### src/rtl/mfp_ahb_lite_pkg.sv
// Shared AHB-Lite encodings and the write-buffer entry layout used by the
// SREC loader stages.
package mfp_ahb_lite_pkg;

  localparam logic [1:0] HTRANS_IDLE   = 2'b00;
  localparam logic [1:0] HTRANS_NONSEQ = 2'b10;

  localparam logic [2:0] HBURST_SINGLE = 3'b000;

  localparam logic [2:0] HSIZE_8  = 3'b000;
  localparam logic [2:0] HSIZE_16 = 3'b001;
  localparam logic [2:0] HSIZE_32 = 3'b010;

  typedef struct packed {
    logic [31:0] addr;
    logic [7:0]  data;
  } wr_entry_t;

endpackage

### src/rtl/mfp_srec_ahb_writer_if.sv
// Byte-write strobe from the SREC parser plus the AHB-Lite master bus it is
// turned into; master = the writer, slave = the parser/bus side.
interface mfp_srec_ahb_writer_if;

  logic [31:0] write_address;
  logic [7:0]  write_byte;
  logic        write_enable;

  logic [31:0] HADDR;
  logic [2:0]  HBURST;
  logic        HMASTLOCK;
  logic [3:0]  HPROT;
  logic [2:0]  HSIZE;
  logic [1:0]  HTRANS;
  logic [31:0] HWDATA;
  logic        HWRITE;
  logic        HREADY;
  logic        HRESP;

  modport master (
    input  write_address, write_byte, write_enable, HREADY, HRESP,
    output HADDR, HBURST, HMASTLOCK, HPROT, HSIZE, HTRANS, HWDATA, HWRITE
  );

  modport slave (
    output write_address, write_byte, write_enable, HREADY, HRESP,
    input  HADDR, HBURST, HMASTLOCK, HPROT, HSIZE, HTRANS, HWDATA, HWRITE
  );

endinterface

### src/rtl/mfp_sync_fifo.sv
// Single-clock FIFO with wrap-bit pointers; a push into a full FIFO is only
// accepted when a pop happens on the same edge.
module mfp_sync_fifo #(
  parameter int WIDTH = 40,
  parameter int AW    = 2
) (
  input  logic             clock,
  input  logic             reset_n,
  input  logic             i_push,
  input  logic             i_pop,
  input  logic [WIDTH-1:0] i_wdata,
  output logic [WIDTH-1:0] o_rdata,
  output logic             o_full,
  output logic             o_empty
);

  logic [WIDTH-1:0] r_mem [2**AW];
  logic [AW:0]      r_wr_ptr;
  logic [AW:0]      r_rd_ptr;
  logic             w_push;
  logic             w_pop;

  assign o_empty = (r_wr_ptr == r_rd_ptr);
  assign o_full  = (r_wr_ptr[AW] != r_rd_ptr[AW]) &&
                   (r_wr_ptr[AW-1:0] == r_rd_ptr[AW-1:0]);
  assign o_rdata = r_mem[r_rd_ptr[AW-1:0]];

  assign w_pop  = i_pop & ~o_empty;
  assign w_push = i_push & (~o_full | w_pop);

  always_ff @(posedge clock or negedge reset_n) begin
    if (!reset_n) begin
      r_wr_ptr <= '0;
      r_rd_ptr <= '0;
    end else begin
      if (w_push) r_wr_ptr <= r_wr_ptr + 1'b1;
      if (w_pop)  r_rd_ptr <= r_rd_ptr + 1'b1;
    end
  end

  // Storage needs no reset: pointers alone define which entries are live.
  always_ff @(posedge clock) begin
    if (w_push) r_mem[r_wr_ptr[AW-1:0]] <= i_wdata;
  end

endmodule

### src/rtl/mfp_srec_ahb_writer.sv
// Buffers SREC parser byte writes and issues them as pipelined AHB-Lite
// single byte writes (address phase A, data phase D), honouring HREADY.
module mfp_srec_ahb_writer
  import mfp_ahb_lite_pkg::*;
#(
  parameter int         FIFO_AW   = 2,
  parameter logic [3:0] HPROT_VAL = 4'b0011
) (
  input  logic                  clock,
  input  logic                  reset_n,
  mfp_srec_ahb_writer_if.master bus,
  output logic                  busy,
  output logic                  overflow,
  output logic                  bus_error
);

  wr_entry_t   w_wr_entry;
  wr_entry_t   w_head;
  logic        w_full;
  logic        w_empty;
  logic        w_advance;
  logic        w_pop;

  logic        r_a_vld;
  logic [31:0] r_a_addr;
  logic [7:0]  r_a_byte;
  logic        r_d_vld;
  logic [31:0] r_hwdata;
  logic        r_overflow;
  logic        r_bus_error;

  assign w_wr_entry = '{addr: bus.write_address, data: bus.write_byte};

  // No data phase pending means the bus is ours to advance regardless of HREADY.
  assign w_advance = bus.HREADY | ~r_d_vld;
  assign w_pop     = w_advance & ~w_empty;

  mfp_sync_fifo #(
    .WIDTH ($bits(wr_entry_t)),
    .AW    (FIFO_AW)
  ) u_fifo (
    .clock   (clock),
    .reset_n (reset_n),
    .i_push  (bus.write_enable),
    .i_pop   (w_pop),
    .i_wdata (w_wr_entry),
    .o_rdata (w_head),
    .o_full  (w_full),
    .o_empty (w_empty)
  );

  always_ff @(posedge clock or negedge reset_n) begin
    if (!reset_n) begin
      r_a_vld     <= 1'b0;
      r_a_addr    <= '0;
      r_a_byte    <= '0;
      r_d_vld     <= 1'b0;
      r_hwdata    <= '0;
      r_overflow  <= 1'b0;
      r_bus_error <= 1'b0;
    end else begin
      if (w_advance) begin
        r_d_vld <= r_a_vld;
        if (r_a_vld) r_hwdata <= {4{r_a_byte}};
        if (!w_empty) begin
          r_a_vld  <= 1'b1;
          r_a_addr <= w_head.addr;
          r_a_byte <= w_head.data;
        end else begin
          r_a_vld  <= 1'b0;
        end
      end
      if (bus.write_enable && w_full && !w_pop) r_overflow <= 1'b1;
      // Errored transfers are reported, never retried.
      if (r_d_vld && bus.HREADY && bus.HRESP) r_bus_error <= 1'b1;
    end
  end

  assign bus.HADDR     = r_a_addr;
  assign bus.HTRANS    = r_a_vld ? HTRANS_NONSEQ : HTRANS_IDLE;
  assign bus.HWRITE    = r_a_vld;
  assign bus.HWDATA    = r_hwdata;
  assign bus.HBURST    = HBURST_SINGLE;
  assign bus.HMASTLOCK = 1'b0;
  assign bus.HPROT     = HPROT_VAL;
  assign bus.HSIZE     = HSIZE_8;

  assign busy      = ~w_empty | r_a_vld | r_d_vld;
  assign overflow  = r_overflow;
  assign bus_error = r_bus_error;

endmodule

### src/flat_wrapper.sv
// flat-port wrapper written by rule: the top's interface ports become plain ports
module mfp_srec_ahb_writer_flat import mfp_ahb_lite_pkg::*;
#(
  parameter int         FIFO_AW   = 2,
  parameter logic [3:0] HPROT_VAL = 4'b0011
)
  (clock, reset_n, busy, overflow, bus_error, bus_write_address, bus_write_byte, bus_write_enable, bus_HREADY, bus_HRESP, bus_HADDR, bus_HBURST, bus_HMASTLOCK, bus_HPROT, bus_HSIZE, bus_HTRANS, bus_HWDATA, bus_HWRITE);
  mfp_srec_ahb_writer_if bus_i ();
  input  logic clock;
  input  logic reset_n;
  output logic busy;
  output logic overflow;
  output logic bus_error;
  input wire logic [$bits(bus_i.write_address)-1:0] bus_write_address;
  input wire logic [$bits(bus_i.write_byte)-1:0] bus_write_byte;
  input wire logic [$bits(bus_i.write_enable)-1:0] bus_write_enable;
  input wire logic [$bits(bus_i.HREADY)-1:0] bus_HREADY;
  input wire logic [$bits(bus_i.HRESP)-1:0] bus_HRESP;
  output wire logic [$bits(bus_i.HADDR)-1:0] bus_HADDR;
  output wire logic [$bits(bus_i.HBURST)-1:0] bus_HBURST;
  output wire logic [$bits(bus_i.HMASTLOCK)-1:0] bus_HMASTLOCK;
  output wire logic [$bits(bus_i.HPROT)-1:0] bus_HPROT;
  output wire logic [$bits(bus_i.HSIZE)-1:0] bus_HSIZE;
  output wire logic [$bits(bus_i.HTRANS)-1:0] bus_HTRANS;
  output wire logic [$bits(bus_i.HWDATA)-1:0] bus_HWDATA;
  output wire logic [$bits(bus_i.HWRITE)-1:0] bus_HWRITE;
  assign bus_i.write_address = bus_write_address;
  assign bus_i.write_byte = bus_write_byte;
  assign bus_i.write_enable = bus_write_enable;
  assign bus_i.HREADY = bus_HREADY;
  assign bus_i.HRESP = bus_HRESP;
  assign bus_HADDR = bus_i.HADDR;
  assign bus_HBURST = bus_i.HBURST;
  assign bus_HMASTLOCK = bus_i.HMASTLOCK;
  assign bus_HPROT = bus_i.HPROT;
  assign bus_HSIZE = bus_i.HSIZE;
  assign bus_HTRANS = bus_i.HTRANS;
  assign bus_HWDATA = bus_i.HWDATA;
  assign bus_HWRITE = bus_i.HWRITE;
  mfp_srec_ahb_writer #(.FIFO_AW(FIFO_AW), .HPROT_VAL(HPROT_VAL)) u_core (.clock(clock), .reset_n(reset_n), .bus(bus_i), .busy(busy), .overflow(overflow), .bus_error(bus_error));
endmodule
### config.mk
export PLATFORM = sky130hd
export DESIGN_NAME = mfp_srec_ahb_writer_flat
export DESIGN_NICKNAME = d
export VERILOG_FILES = /design/src/rtl/mfp_ahb_lite_pkg.sv /design/src/rtl/mfp_srec_ahb_writer_if.sv /design/src/rtl/mfp_sync_fifo.sv /design/src/rtl/mfp_srec_ahb_writer.sv /design/src/flat_wrapper.sv
export SDC_FILE = /design/constraint.sdc
export NUM_CORES = 1
export LEC_CHECK = 0
export CORE_MARGIN = 4
export CORE_UTILIZATION = 40
export CTS_CLUSTER_DIAMETER = 60
export DETAILED_ROUTE_END_ITERATION = 6
export GPL_TIMING_DRIVEN = 1
export PLACE_DENSITY_LB_ADDON = 0.08
export SLEW_MARGIN = 5
export SYNTH_ARGS = -nofsm -noshare
export SYNTH_HDL_FRONTEND = slang
export SYNTH_SLANG_ARGS = --single-unit
### constraint.sdc
create_clock -name clock -period 3.1 [get_ports clock]
set_input_delay 0.62 -clock clock [delete_from_list [all_inputs] [get_ports clock]]
set_output_delay 0.62 -clock clock [all_outputs]
set_load 0.1 [all_outputs]
==> flow_summary.json <==
{
  "result_of_the_run": "finished clean",
  "synth.ff_latch_count": 218,
  "worstPathCellList": "xor2_1 > nor2_1 > nand3_1 > buf_4",
  "die_w_um": 154,
  "sequential_to_total_area_share_from_yosys_stat_pct": 73.2,
  "async_flop_share_pct": 26.6,
  "detailroute.wirelength.met3_um": 974,
  "finish.instance_area_um2": 10400,
  "antenna-diode-count": 0,
  "crit_path_top_delay_cell": "dfrtp_4",
  "detail_route.drc_violations": 0,
  "hold_slack_ns": 0.212,
  "fin_crit_ns": 2.58,
  "cts-root-buf": "clkbuf_16",
  "global_route.usage.total_pct": 13.1,
  "synth-warning-count": 0,
  "max-cap-violations": 0,
  "yosysUniqueCellTypes": 28,
  "htree_levels": 1,
  "firstDrtPassIters": 4,
  "min_path_type": "primary input to asynchronous set/reset pin",
  "worstSetupStartpointType": "flip-flop",
  "highest_layer": "met4",
  "critPathArrivalTime_ns": 1.96,
  "grt_pass1_wl_um": 24500,
  "final.period_utilization_pct": 83.2,
  "initial_antenna_violation_count": 0,
  "area_of_the_multi_input_gates_um2": 1970,
  "gp_congestion": 0.689,
  "final-setup-viol-count": 0,
  "area_delta_synth_final_pct": 21.7,
  "grt.overflow.total": 0,
  "detail_route.wl_per_cell_um": 19.3,
  "fillerInstances": 1711,
  "sequential_cell_area_in_the_final_layout_um2": 6260,
  "fmax_ghz": 0.388,
  "post_cts_hold_buffer_count": 0,
  "drive_above_1_share_pct": 41.2,
  "nets": 557,
  "cp_slowest_stage_delay_ns": 0.59,
  "route.antenna.remaining_nets": 0,
  "synthesis.area_um2": 8540,
  "wl_met1_um": 6910,
  "buffer_ports.inserted": 113,
  "cts_setup_buffers": 0,
  "total_count_of_max_transition_violations_in_the_final_report": 0,
  "hold_viol": 0,
  "met2WireLength_um": 7220,
  "detailed_placer_s_ending_hpwl_um": 9670,
  "yosys_most_used_dff": "edfxtp_1",
  "grt_pass1_vias": 4163,
  "routed-via-count": 3865,
  "detailed_place.area_um2": 9660,
  "cts_tree": "done",
  "timing_worst_slew_pin_value_ns": 0.803,
  "fin_tns_setup_ns": 0,
  "final_clock_skew_ns": 0.0153,
  "floorplan.rows": 53,
  "cts-buffers-inserted": 23,
  "boundaryPins": 126,
  "relSlewSlack_pct": 46.5,
  "final_util_pct": 49.5,
  "initial_utilization_pct": 40.6,
  "core_area_um2": 21000,
  "die_area_um2": 23800,
  "setup.worst_path.class": "flip-flop to output port",
  "clock_latency_ns": 0.49,
  "synth-edff-count": 160,
  "worstSetupEndpointType": "output port",
  "post_synthesis_average_cell_area_um2": 21.5,
  "detailedRoute.firstIterationViolations": 221,
  "wl_um": 15400,
  "rsz0062_at_grt": "false",
  "clock_path_buffers": 3,
  "critical_path.max_fanout": 12,
  "routed_via_density": 4.85,
  "post_cts.resized_instances": 0,
  "fp.dieH_um": 154,
  "netlist_instances": 397,
  "cts_num_sinks": 218,
  "pin_count_of_the_biggest_net_entering_global_routing": 59,
  "clkTransAtPathRegs_ns": 0.06,
  "crit_required_ns": 2.48
}
flip-flops by register name, indices dropped and copies added, names as in the netlist:
| register | count |
|---|---|
| u_core.bus.HWDATA | 8 |
| u_core.u_fifo.r_mem | 160 |
| u_core.bus.HADDR | 32 |
| u_core.bus_error | 1 |
| u_core.r_d_vld | 1 |
| u_core.r_a_byte | 8 |
| u_core.u_fifo.r_rd_ptr | 3 |
| u_core.u_fifo.r_wr_ptr | 3 |
| u_core.bus.HWRITE | 1 |
| u_core.overflow | 1 |
final timing paths:
path,start,to,slack (ns),depth (start not counted)
max reg2reg,u_core.u_fifo.r_rd_ptr[0]$_DFFE_PN0P_,u_core.bus.HADDR[29]$_DFFE_PN0P_,0.89,3
min in group clock,u_core.bus_error$_DFFE_PN0P_,u_core.bus_error$_DFFE_PN0P_,0.48,1
max in group asynchronous,reset_n,u_core.u_fifo.r_rd_ptr[0]$_DFFE_PN0P_,2.27,1
max,u_core.u_fifo.r_rd_ptr[0]$_DFFE_PN0P_,busy,0.52,4
min,reset_n,u_core.bus.HADDR[17]$_DFFE_PN0P_,0.21,1
min reg2reg,u_core.bus_error$_DFFE_PN0P_,u_core.bus_error$_DFFE_PN0P_,0.48,1
per-layer routing:
| layer | vias to the layer above | track usage [%] |
|---|---|---|
| met5 | - | 0 |
| met4 | 0 | 3.49 |
| met3 | 25 | 2.76 |
| met2 | 121 | 20.7 |
| met1 | 1994 | 18.8 |
| li1 | 1725 | - |
layout make-up:
type / count / area share (%)
Multi-Input combinational cell: 136 / 18.9
Clock inverter: 8 / 0.963
Sequential cell: 218 / 60.2
Timing Repair Buffer: 126 / 10.4
Clock buffer: 32 / 6.15
Tap cell: 275 / 3.31
Inverter: 2 / 0.0722
logic make-up after synthesis:
group,share of synthesized area (%)
flops,73.2
mux,18.9
buf+inv,4.42
simple gates,0.718
xor+xnor,1.03
compound gates,0.879
fa+ha+maj,0.732
other cells,0.0879
stage by stage:
step,worst slack (ns),std cells
3_5_place_dp,0.421,757
2_1_floorplan,0.651,407
6_report,0.520,797
5_1_grt,0.421,797
4_1_cts,0.480,797
3_3_place_gp,0.419,757
synth_stat cells (all sizes together), types with 3 or more instances:
| library cell | instances | share of area [%] |
|---|---|---|
| mux2 | 50 | 8.3 |
| mux4 | 40 | 11 |
| xnor2 | 5 | 0.51 |
| clkbuf | 3 | 0.13 |
| dfrtp | 58 | 17 |
| buf | 48 | 4.2 |
| ha | 5 | 0.73 |
| xor2 | 5 | 0.51 |
| nor2 | 3 | 0.13 |
| and2 | 3 | 0.22 |
| edfxtp | 160 | 56 |
cell usage in the layout (no fill, tap or decap):
cell type and instances:
edfxtp_1 160, buf_4 81, dfrtp_1 56, clkdlybuf4s50_1 43
mux4_2 40, mux2_4 40, clkbuf_16 23, conb_1 12
mux2_2 10, clkbuf_1 6, xor2_1 5, xnor2_1 5
ha_1 5, and2_2 3, nor2_1 3, clkbuf_8 3
clkinv_2 3, inv_1 2, nand2b_1 2, nand2_1 2
bufinv_16 2, clkinv_4 2, buf_12 2, o41a_1 1
nor2b_1 1, a41oi_4 1, nand3_1 1, a31oi_4 1
o311ai_0 1, a31o_2 1, a41o_1 1, a31oi_1 1
clkinvlp_4 1, dfrtp_4 1, dfrtp_2 1
critical path: cells and delay by family, from the launching register on:
kind / cells / cell delay, ns
xor gates and xnor gates: 1 / 0.22
buffers and inverters: 1 / 0.29
DFF: 1 / 0.59
and+or+nand+nor: 2 / 0.36
Power is not shown: default switching activity piles up to over one toggle a cycle in this logic, so the estimate is an artifact.
